--- config.mk ---
export PLATFORM = sky130hd
export DESIGN_NAME = sprite_engine
export DESIGN_NICKNAME = d
export VERILOG_FILES = /design/src/rtl/sprite_engine.sv
export SDC_FILE = /design/constraint.sdc
export NUM_CORES = 1
export LEC_CHECK = 0
export ABC_CLOCK_PERIOD_IN_PS = 4700
export BUFFER_PORTS_ARGS = -buffer_cell sky130_fd_sc_hd__buf_2
export CORE_AREA = 2 2 287 289
export DETAILED_ROUTE_END_ITERATION = 12
export DIE_AREA = 0 0 289 291
export HOLD_SLACK_MARGIN = 0.12
export SKIP_LAST_GASP = 1
export SLEW_MARGIN = 20
export SYNTH_ARGS = -nofsm -noshare
export SYNTH_HDL_FRONTEND = slang
export SYNTH_SLANG_ARGS = --single-unit
--- constraint.sdc ---
create_clock -name clk -period 4.7 [get_ports clk]
set_clock_uncertainty 0.1 [all_clocks]
set_input_delay 0 -clock clk [delete_from_list [all_inputs] [get_ports clk]]
set_output_delay 0 -clock clk [all_outputs]
set_load 0.05 [all_outputs]
--- src/rtl/sprite_engine.sv ---
// Per-scanline sprite compositor: scans the attribute table from lowest to highest
// priority and overlays opaque sprite pixels onto the draw line buffer.
module sprite_engine #(
  parameter int NUM_SPRITES = 32,
  parameter int SPRITE_W    = 16,
  parameter int SPRITE_H    = 16,
  parameter int H_VISIBLE   = 640
) (
  input  logic        clk,
  input  logic        reset,
  input  logic        sprite_start,
  input  logic [9:0]  draw_line,
  output logic        sprite_done,
  output logic        busy,
  input  logic        attr_we,
  input  logic [4:0]  attr_addr,
  input  logic [31:0] attr_wdata,
  output logic [13:0] rom_addr,
  input  logic [15:0] rom_q,
  output logic [9:0]  addr_pixel_draw,
  output logic [15:0] data_pixel_draw,
  output logic        wren_pixel_draw
);

  localparam int IDX_W = $clog2(NUM_SPRITES);
  localparam int COL_W = $clog2(SPRITE_W);
  localparam int ROW_W = $clog2(SPRITE_H);

  localparam logic [IDX_W-1:0] IDX_LAST  = IDX_W'(NUM_SPRITES - 1);
  localparam logic [IDX_W-1:0] IDX_ONE   = IDX_W'(1);
  localparam logic [COL_W-1:0] COL_LAST  = COL_W'(SPRITE_W - 1);
  localparam logic [COL_W-1:0] COL_ONE   = COL_W'(1);
  localparam logic [9:0]       ROW_LIMIT = 10'(SPRITE_H);
  localparam logic [10:0]      X_LIMIT   = 11'(H_VISIBLE);

  typedef enum logic [2:0] {IDLE, EVAL, FETCH, FLUSH, DONE} state_t;

  typedef struct packed {
    logic       hflip;
    logic [5:0] frame;
    logic [9:0] x;
    logic [8:0] y;
  } attr_t;

  state_t state, state_nxt;

  logic  attr_en   [NUM_SPRITES];
  attr_t attr_body [NUM_SPRITES];

  logic [9:0]       line_q;
  logic [IDX_W-1:0] idx;
  logic [5:0]       frame_q;
  logic             hflip_q;
  logic [9:0]       x_q;
  logic [ROW_W-1:0] row_q;
  logic [COL_W-1:0] col;
  logic [COL_W-1:0] col_d;
  logic             wr_valid;

  attr_t       cur;
  logic        cur_en;
  logic [9:0]  row_full;
  logic        visible;
  logic [10:0] px;
  logic        unused_reserved;

  // Reserved attribute bits carry no meaning and are dropped on write.
  assign unused_reserved = ^attr_wdata[4:0];

  // Attribute table
  always_ff @(posedge clk or posedge reset) begin
    if (reset) begin
      for (int i = 0; i < NUM_SPRITES; i++) attr_en[i] <= 1'b0;
    end else if (attr_we) begin
      attr_en[attr_addr] <= attr_wdata[31];
    end
  end

  // NOTE: only the enable bits are reset; the other fields are ignored while a
  // sprite is disabled, so they stay plain storage without a reset network.
  always_ff @(posedge clk) begin
    if (attr_we) attr_body[attr_addr] <= attr_t'(attr_wdata[30:5]);
  end

  // Candidate evaluation: a 10-bit wrap makes sprites below the line look far away.
  assign cur      = attr_body[idx];
  assign cur_en   = attr_en[idx];
  assign row_full = line_q - {1'b0, cur.y};
  assign visible  = cur_en && (row_full < ROW_LIMIT);

  // NOTE: every sequential process uses non-blocking assignments so all
  // registers update together from the values present before the edge.
  always_ff @(posedge clk or posedge reset) begin
    if (reset) state <= IDLE;
    else       state <= state_nxt;
  end

  // NOTE: every output of this block is given a default first so no path
  // through the case statement can leave a latch behind.
  always_comb begin
    state_nxt   = state;
    busy        = (state != IDLE);
    sprite_done = (state == DONE);
    rom_addr    = '0;
    unique case (state)
      IDLE:  if (sprite_start) state_nxt = EVAL;
      EVAL: begin
        if (visible)         state_nxt = FETCH;
        else if (idx == '0)  state_nxt = FLUSH;
      end
      FETCH: begin
        rom_addr = {frame_q, row_q, (hflip_q ? ~col : col)};
        if (col == COL_LAST) state_nxt = (idx == '0) ? FLUSH : EVAL;
      end
      FLUSH: state_nxt = DONE;
      DONE:  state_nxt = IDLE;
      default: state_nxt = IDLE;
    endcase
  end

  always_ff @(posedge clk or posedge reset) begin
    if (reset) begin
      line_q   <= '0;
      idx      <= '0;
      frame_q  <= '0;
      hflip_q  <= 1'b0;
      x_q      <= '0;
      row_q    <= '0;
      col      <= '0;
      col_d    <= '0;
      wr_valid <= 1'b0;
    end else begin
      wr_valid <= (state == FETCH);
      col_d    <= col;
      unique case (state)
        IDLE: begin
          if (sprite_start) begin
            line_q <= draw_line;
            idx    <= IDX_LAST;
          end
        end
        EVAL: begin
          if (visible) begin
            frame_q <= cur.frame;
            hflip_q <= cur.hflip;
            x_q     <= cur.x;
            row_q   <= row_full[ROW_W-1:0];
            col     <= '0;
          end else if (idx != '0) begin
            idx <= idx - IDX_ONE;
          end
        end
        FETCH: begin
          col <= col + COL_ONE;
          if (col == COL_LAST && idx != '0) idx <= idx - IDX_ONE;
        end
        default: ;
      endcase
    end
  end

  // Write stage trails the fetch by one cycle, matching the ROM read latency;
  // x_q only changes at the end of an EVAL, after this write has used it.
  assign px              = {1'b0, x_q} + {{(11-COL_W){1'b0}}, col_d};
  assign wren_pixel_draw = wr_valid && rom_q[0] && (px < X_LIMIT);
  assign addr_pixel_draw = wr_valid ? px[9:0] : '0;
  assign data_pixel_draw = wr_valid ? rom_q : '0;

endmodule

Word level (Yosys, flattened, before mapping)
Memory sizes are Yosys's and may differ from the RTL's.
Cells that the tools add are included.
{ "classes": {"n_addsub": 4, "n_lt_le_gt_ge": 5, "n_eq_ne": 12, "mux": 25, "n_bitwise": 3, "n_reduce_logical": 16} }
{ "op_table": {"columns": ["op", "n"], "rows": [
  ["bitwise mux 32 bit", 1],
  ["2-to-1 mux 5 bit", 4],
  ["2-to-1 mux 16 bit", 1],
  ["case mux 5 bit (3 select lines)", 1],
  ["2-to-1 mux 14 bit", 1],
  ["greater-or-equal comparator 6 bit, second input constant", 2],
  ["2-to-1 mux 3 bit", 4],
  ["NOT 5 -> 6 bit", 2],
  ["case mux 3 bit (4 select lines)", 1],
  ["adder 10 x 4 -> 11 bit", 1],
  ["less-than comparator 11 x 10 -> 1 bit, second input constant", 1],
  ["less-than comparator 10 x 5 -> 1 bit, second input constant", 1],
  ["2-to-1 mux 10 bit", 1],
  ["!= test 2 bit, second input constant", 5],
  ["subtractor 10 x 9 -> 10 bit", 1],
  ["2-to-1 mux 4 bit", 2],
  ["case mux 4 bit (2 select lines)", 1],
  ["equality test 3 x 2 -> 1 bit, second input constant", 2],
  ["less-than comparator 6 x 1 -> 1 bit, second input constant", 1],
  ["AND reduction 2 bit", 3],
  ["nonzero test 3 bit", 2],
  ["binary-select mux 1 bit (select 5 bit)", 1],
  ["demux 1 bit (select 5 bit)", 1],
  ["logical AND 1 bit", 5],
  ["16 further kinds", 20]
]} }
{ "totals": {"ff_bits": 80, "ram_bits": 832, "input_bits": 67, "out_inout_bits": 43, "word_cells": 108, "memories": 1} }
{ "memory_table": {"columns": ["memory", "words", "width", "read_ports", "rd_clocked_by_memory_dff", "write_ports", "line_no", "rtl"], "rows": [
  ["attr_body", 32, 26, 1, 0, 1, "48", "attr_t attr_body [NUM_SPRITES];"]
]} }

Depth between registers and ports, before layout
Gate-level depths: netlist of run 1.
{ "logic_depth": {"word_depth": 7, "ltp_mapped": 21, "ltp_nobuf": 17} }

Worst setup path before layout of run 1
OpenSTA, ideal clock, no wires.
{ "synth_timing": {"path_kind": "register to register", "from": "register idx[0]", "to": "register idx[3]", "setup_ns": 0.142, "t_arrival_ns": 4.182, "t_required_ns": 4.458, "slack_ns": 0.276, "stages_incl_launch_ff": 22, "path_buffers": 6, "period_less_slack_ns": 4.424, "path_cell_list": "dfrtp_1 > buf_6 > buf_6 > buf_4 > buf_2 > buf_4 > mux2i_1 > o221ai_1 > o22ai_1 > o31ai_1 > ha_1 > inv_1 > fa_1 > a21o_1 > a221oi_2 > or4b_1 > o211ai_1 > nor4b_2 > and2_1 > buf_4 > o22ai_1 > a31oi_1"} }
{ "synth_between": {"elab_chain_len": 7, "elab_cells_between_ends": 19, "classes_between": "add/sub (2); order compare (1); eq/ne (3); mux (7); bitwise (1); reduce/logical (4); memory (1)"} }
{ "synth_rtl": {"columns": ["item", "line_no", "rtl"], "rows": [
  ["start, declared", "51", "logic [IDX_W-1:0] idx;"],
  ["start signal, assigned", "150", "idx <= idx - IDX_ONE;"],
  ["start signal, assigned", "155", "if (col == COL_LAST && idx != '0) idx <= idx - IDX_ONE;"],
  ["branches (longest 7 deep; another with memory (32 x 26 bit))", null, null]
]} }
Several ways; the timed one is not identified. The select of a mux whose other input is x is not followed.
A chain may end at the register's enable or synchronous reset.

Worst setup path in the final report of run 1
{ "layout_timing": {"from": "register idx[0]", "to": "register idx[4]"} }
Same word-level chain as after synthesis.

==> impl_metrics.yaml, run 1 <==
outcome:
  status: "finished, final reports clean"
finish:
  n_fill_cell: 6359
  drive_gt1_share_pct: 26.5
  final_common_cell: "edfxtp_1"
  final_cell_mix: "832 x edfxtp_1, 154 x mux4_2, 144 x mux2i_1"
  synthToLayoutAreaGrowth_pct: 17.3
  nNetsFinal: 2227
  seq_area_sq_mm: 0.0270
  num_antenna_cells: 0
  fin_area_sq_mm: 0.0425
  multi_input_area_sq_mm: 0.00891
synth:
  avgSynthCellArea_sq_um: 19.2
  synth_top_area_share_pct: 69.1
  yosys_warnings: 0
  synth_cells: 1884
  ys.flop_type: "edfxtp_1"
  ys_async_sr_fraction_pct: 8.77
  yosys-top-cells-area: "edfxtp_1 69%, mux4_2 9.6%, dfrtp_1 5.5%"
  yosysTopAreaCell: "edfxtp_1"
  synth-edff-count: 832
  ys_ff_latch: 912
  ys_types: 57
  syn_nets: 1968
  ys_seq_area_share_pct: 74.6
  syn_area_sq_mm: 0.0362
clock_network:
  cts_made_buffers: 94
  clk_pin_slew_ns: 0.06
  cts_tree: "built"
  cts_max_level: 3
  clockBufferDepth: 3
  clk-insertion-delay-late_ns: 0.66
  cts_sinks: 912
  cts_root_buf: "clkbuf_16"
critical_path:
  arrival_ns: 5.01
  critical_path_required_ns: 5.14
  critPathLaunch: "idx[0]"
  rr_endpoint: "idx[4]"
  r2r_start: "idx[0]"
  cp.depth: 18
  crit_chain: "buf_8 > mux4_2 > o22ai_1 > or3_1 > o31ai_2 > buf_4 > ha_1 > inv_1 > fa_1 > a21o_1 > a221oi_4 > or4b_1 > o211ai_1 > nor4b_4 > nand2_2 > buf_12 > nand4_1 > a21o_1"
  r2r_cells: 18
  cp_slowest_cell: "dfrtp_4"
  crit_end: "idx[4]"
  crit_path_frequent_cell: "a21o_1"
  startpoint_type: "register"
  max_stage_delay_ns: 0.55
  cp_max_fo: 19
  endpoint_kind: "register"
  cp_num_buf_inv: 4
  critical_path.top_delay_family: "simple AND/OR/NAND/NOR gates"
  crit_type: "register to register"
  regToRegSetupSlack_ns: 0.14
timing:
  slew_violations: 0
  finalSetupTns_ns: 0
  whs_ns: 0.226
  fmax_mhz: 219
  timing.final.ws_setup_ns: 0.139
  max_slew_margin_pct: 23.9
  fin_crit_ns: 4.56
  tightest_slew_ns: 1.14
  finalSetupViolations: 0
  hold_viol: 0
  period_share_pct: 97.0
drt:
  drc_errors: 0
  routed_wl_microns: 98500
  post_drt_wl_per_cell_microns: 30.0
  initialDrtViolationCount: 1829
  num_vias: 19700
  drtAntennaViolNets: 0
  avgViaCountPerCell: 5.99
  drt_first_pass_iters: 6
global_routing:
  grt_pass1_wl_microns: 139000
  grt_overflow: 0
  grt_max_degree: 54
  grt_pass1_vias: 19500
  grt.total_usage_pct: 23.4
  antenna_found_initial: 4
floorplan:
  fp.dieW_microns: 289
  initial_utilization_pct: 44.6
  io_pins: 110
  num_rows: 105
  core_sq_mm: 0.0812
  die_y_microns: 291
  die_area_sq_mm: 0.0841
power:
  finalPower_uw: 24400
  power_density_mw_per_mm2: 574
  p_leak_uw: 0.0145
  ir_drop_mv: 0.289
flow_run:
  maxCapViolations: 0
placement:
  portBuffers: 104
  placedInstanceArea_sq_mm: 0.0385
  gp_congestion: 0.859
  dpl.hpwl_microns: 55400
  preCtsSetupSlack_ns: -0.0486
min_path:
  hold_class: "primary input to register"
==> routing by layer <==
metal / wire length, microns / global-route usage, % / part of all wire (%)
met2: 48200 / 38.2 / 49
met3: 7760 / 4.56 / 7.9
met5: 33 / 0 / 0.034
met1: 39300 / 31.6 / 40
met4: 3160 / 7.79 / 3.2
==> registers in the layout (all words and copies together), names as in the netlist <==
register / cells
wr_valid: 1
attr_en: 32
frame_q: 6
idx: 5
state: 3
x_q: 10
hflip_q: 1
row_q: 4
attr_body: 832
line_q: 10
col: 4
col_d: 4
==> power breakdown <==
group          leakage, uW  switching [uW]  internal (uW)
logic              0.00450            4250           3340
registers          0.00853             213           9130
clock network      0.00149            3070           4380
total               0.0145            7530          16900
==> through the flow <==
| step | cells | util [%] |
|---|---|---|
| after floorplan | 1884 | - |
| after global placement | 3038 | 47.3 |
| after detailed placement | 3039 | 47.4 |
| after CTS | 3273 | 52.0 |
| after global routing | 3286 | 52.3 |
| final | 3286 | 52.3 |
==> worst min-delay path: stages <==
cell           delay, ns
dlygate4sd3_1       0.52
buf_2               0.13
o21ai_0             0.08
a21oi_1             0.11
o21bai_1            0.11
==> synthesized netlist by cell type, types with 19 or more instances <==
master / n
a21oi_1: 64
edfxtp_1: 832
nand2_1: 42
nor2_1: 60
mux4_2: 154
o21ai_0: 29
clkbuf_1: 53
dfrtp_1: 80
o221ai_1: 70
mux2_2: 41
o22ai_1: 47
buf_2: 19
and2_1: 35
mux2i_1: 144
buf_4: 20
==> cells by family (layout without fill, tap and decap cells) <==
logic type	Yosys count	after routing	synth area share [%]
flip-flops	912	912	74.6
multiplexers	339	339	14.8
AO/OA/AOI/OAI	270	270	4.98
AND/OR/NAND/NOR	211	211	2.96
buffers and inverters	119	451	1.61
adder cells (fa/ha/maj)	17	17	0.629
XOR/XNOR	16	16	0.387
==> worst min path at each step <==
stage	start	endpoint	slack, ns	depth (start not counted)
floorplan	attr_wdata[5]	attr_body[0][0]	-0.001	0
global route	sprite_start	state[0]	0.26	5
CTS	sprite_start	state[0]	0.19	5
finish	sprite_start	state[0]	0.23	5
detailed placement	reset	attr_en[6]	-0.01	2
global placement	reset	attr_en[3]	-0.01	2
==> final cells by class <==
type                       count  area share [%]
timing repair buffer         267            4.93
clock inverter                51            1.36
tap                         1070            3.15
inverter                      15           0.136
clock buffer                 118            5.83
multi-input combinational    853            21.0
sequential                   912            63.6
==> repair_timing <==
action,CTS,global route
setup buffers,0,10
setup endpoints to repair,4,32
resized for setup,1,19
gates cloned,1,3
hold buffers,64,0
pin swaps,0,3
endpoints found under the hold margin,1041,0
(Power assumes the default switching activity.)
==> run 2, diff against run 1 <==
ABC_CLOCK_PERIOD_IN_PS = 4800   (was 4700)
clock period = 4.8 ns   (was 4.7 ns; I/O delays follow)
==> run 2 against run 1 <==
  * Global-route usage decreased by 0.64 points
  * Sequential share of layout area increased by 0.48 points
  * Largest cell class unchanged
  * Sequential power decreased by 2%
  * Final cell count decreased by 0.40%
  * Largest power group unchanged
  * Worst hold slack got worse by 0.022 ns
  * Non-clock buffer count decreased by 13
==> impl_metrics.yaml, run 2 (same netlist as run 1, synthesis figures left out) <==
placement:
  dp_cells: 3033
  gp_congestion: 0.883
  placedInstanceArea_sq_mm: 0.0384
  portBuffers: 104
  preCtsSetupSlack_ns: 0.0623
  dpl.hpwl_microns: 54900
critical_path:
  critical_path_required_ns: 5.24
  regToRegSetupSlack_ns: 0.21
  arrival_ns: 5.03
  endpoint_kind: "register"
  crit_type: "register to register"
  cp_max_fo: 38
  r2r_start: "idx[1]"
  startpoint_type: "register"
  rr_endpoint: "idx[4]"
  r2r_cells: 17
power:
  finalPower_uw: 23300
  p_leak_uw: 0.0143
  ir_drop_mv: 0.315
  power_density_mw_per_mm2: 552
timing:
  slew_violations: 0
  hold_viol: 0
  fin_crit_ns: 4.59
  rsz0062_at_grt: "no"
  period_share_pct: 95.5
  tightest_slew_ns: 1.05
  finalSetupTns_ns: 0
  max_slew_margin_pct: 29.6
  finalSetupViolations: 0
  timing.final.ws_setup_ns: 0.215
  fmax_mhz: 218
drt:
  num_vias: 19300
  wl_met3_microns: 6710
  drt_first_pass_iters: 6
  drtAntennaViolNets: 0
  avgViaCountPerCell: 5.89
  dr_wl_met2_microns: 47200
  post_drt_wl_per_cell_microns: 29.0
  highest_layer: "met5"
  routed_wl_microns: 94900
  initialDrtViolationCount: 1934
  drc_errors: 0
  met1_length_microns: 39000
clock_network:
  cts_tree: "built"
  clockBufferDepth: 3
  cts_max_level: 3
  cts_sinks: 912
  clk-insertion-delay-late_ns: 0.65
  cts_root_buf: "clkbuf_16"
  cts_made_buffers: 92
  clk_pin_slew_ns: 0.06
min_path:
  hold_start: "attr_addr[1]"
  min_path_cells: 3
  whs_endpoint: "attr_body[24][25]"
  hold_class: "primary input to register"
floorplan:
  num_rows: 105
  fp.dieW_microns: 289
  die_area_sq_mm: 0.0841
  core_sq_mm: 0.0812
  initial_utilization_pct: 44.6
  io_pins: 110
  die_y_microns: 291
global_routing:
  antenna_found_initial: 4
  grt_pass1_wl_microns: 137000
  grt_pass1_vias: 19600
  grt_overflow: 0
  grt_max_degree: 51
  grt.total_usage_pct: 22.8
finish:
  largest_reg_flops: 832
  fin_cells: 3273
  drive_gt1_share_pct: 25.8
  reg_top3: "attr_body (832), attr_en (32)"
  final_cell_mix: "832 x edfxtp_1, 154 x mux4_2, 144 x mux2i_1"
  largest_register: "attr_body"
  synthToLayoutAreaGrowth_pct: 16.5
  num_antenna_cells: 0
  final_common_cell: "edfxtp_1"
  fin_area_sq_mm: 0.0421
  nNetsFinal: 2212
flow_run:
  maxCapViolations: 0
outcome:
  status: "finished, final reports clean"
## run 2: cell types whose count changed in the layout (fill, tap and decap cells not counted), moves of 3 or more
cell / previous run / this run
buf_12: 5 / 2
bufinv_16: 12 / 6
clkinv_2: 17 / 12
buf_4: 86 / 80
clkbuf_1: 22 / 30
clkinv_1: 16 / 13
## run 2: routing by layer
metal | vias up | global-route usage, %
met5 | - | 0
met4 | 2 | 5.56
met3 | 114 | 3.65
met2 | 715 | 37.7
met1 | 10200 | 31.6
li1 | 8253 | -
## run 2: area by class of cell
| type | instances | area, sq um |
|---|---|---|
| inverter | 15 | 57.6 |
| timing repair buffer | 254 | 1880 |
| fill | 6409 | 39100 |
| multi-input combinational | 853 | 8910 |
| sequential | 912 | 27000 |
| tap | 1070 | 1340 |
| clock buffer | 128 | 2530 |
| clock inverter | 41 | 424 |
## run 2: critical path: stages (launching register included)
cell and delay [ns]:
dfrtp_4 0.50, inv_1 0.10, nand2_2 0.20, buf_4 0.33, o221ai_1 0.20, o22ai_1 0.22
nor3_1 0.09, a21oi_1 0.41, ha_1 0.40, and3_1 0.23, a221oi_4 0.31, or4b_1 0.46
o211ai_1 0.18, nor4b_4 0.09, nand2_2 0.10, buf_12 0.20, nand4_1 0.11, a21o_1 0.20
## run 2: metrics by stage
stage	hold WS (ns)	utilization (%)
2_1_floorplan	-0.00113	-
3_3_place_gp	-0.0229	47.3
3_5_place_dp	-0.0106	47.3
4_1_cts	0.180	51.7
5_1_grt	0.236	51.9
6_report	0.205	51.9
## run 2: power by group
part | switching (uW) | internal [uW]
logic | 4020 | 3070
registers | 219 | 8940
clock network | 2990 | 4030
total | 7230 | 16000
## run 2: worst max-delay path by stage
stage,slack [ns],startpoint,end,cells after the start
after floorplan,0.38,idx[0],idx[3],21
after global placement,0.07,idx[0],idx[4],17
after detailed placement,0.06,idx[0],idx[4],17
after CTS,0.03,idx[0],idx[4],17
after global routing,0.01,idx[1],idx[4],18
final,0.21,idx[1],idx[4],17
## run 2: timing repair
item	4_1_cts	5_1_grt
endpoints found under the hold margin	1051	0
hold buffers	65	0
setup buffers	0	5
setup endpoints to repair	0	32
gates resized for setup	0	12
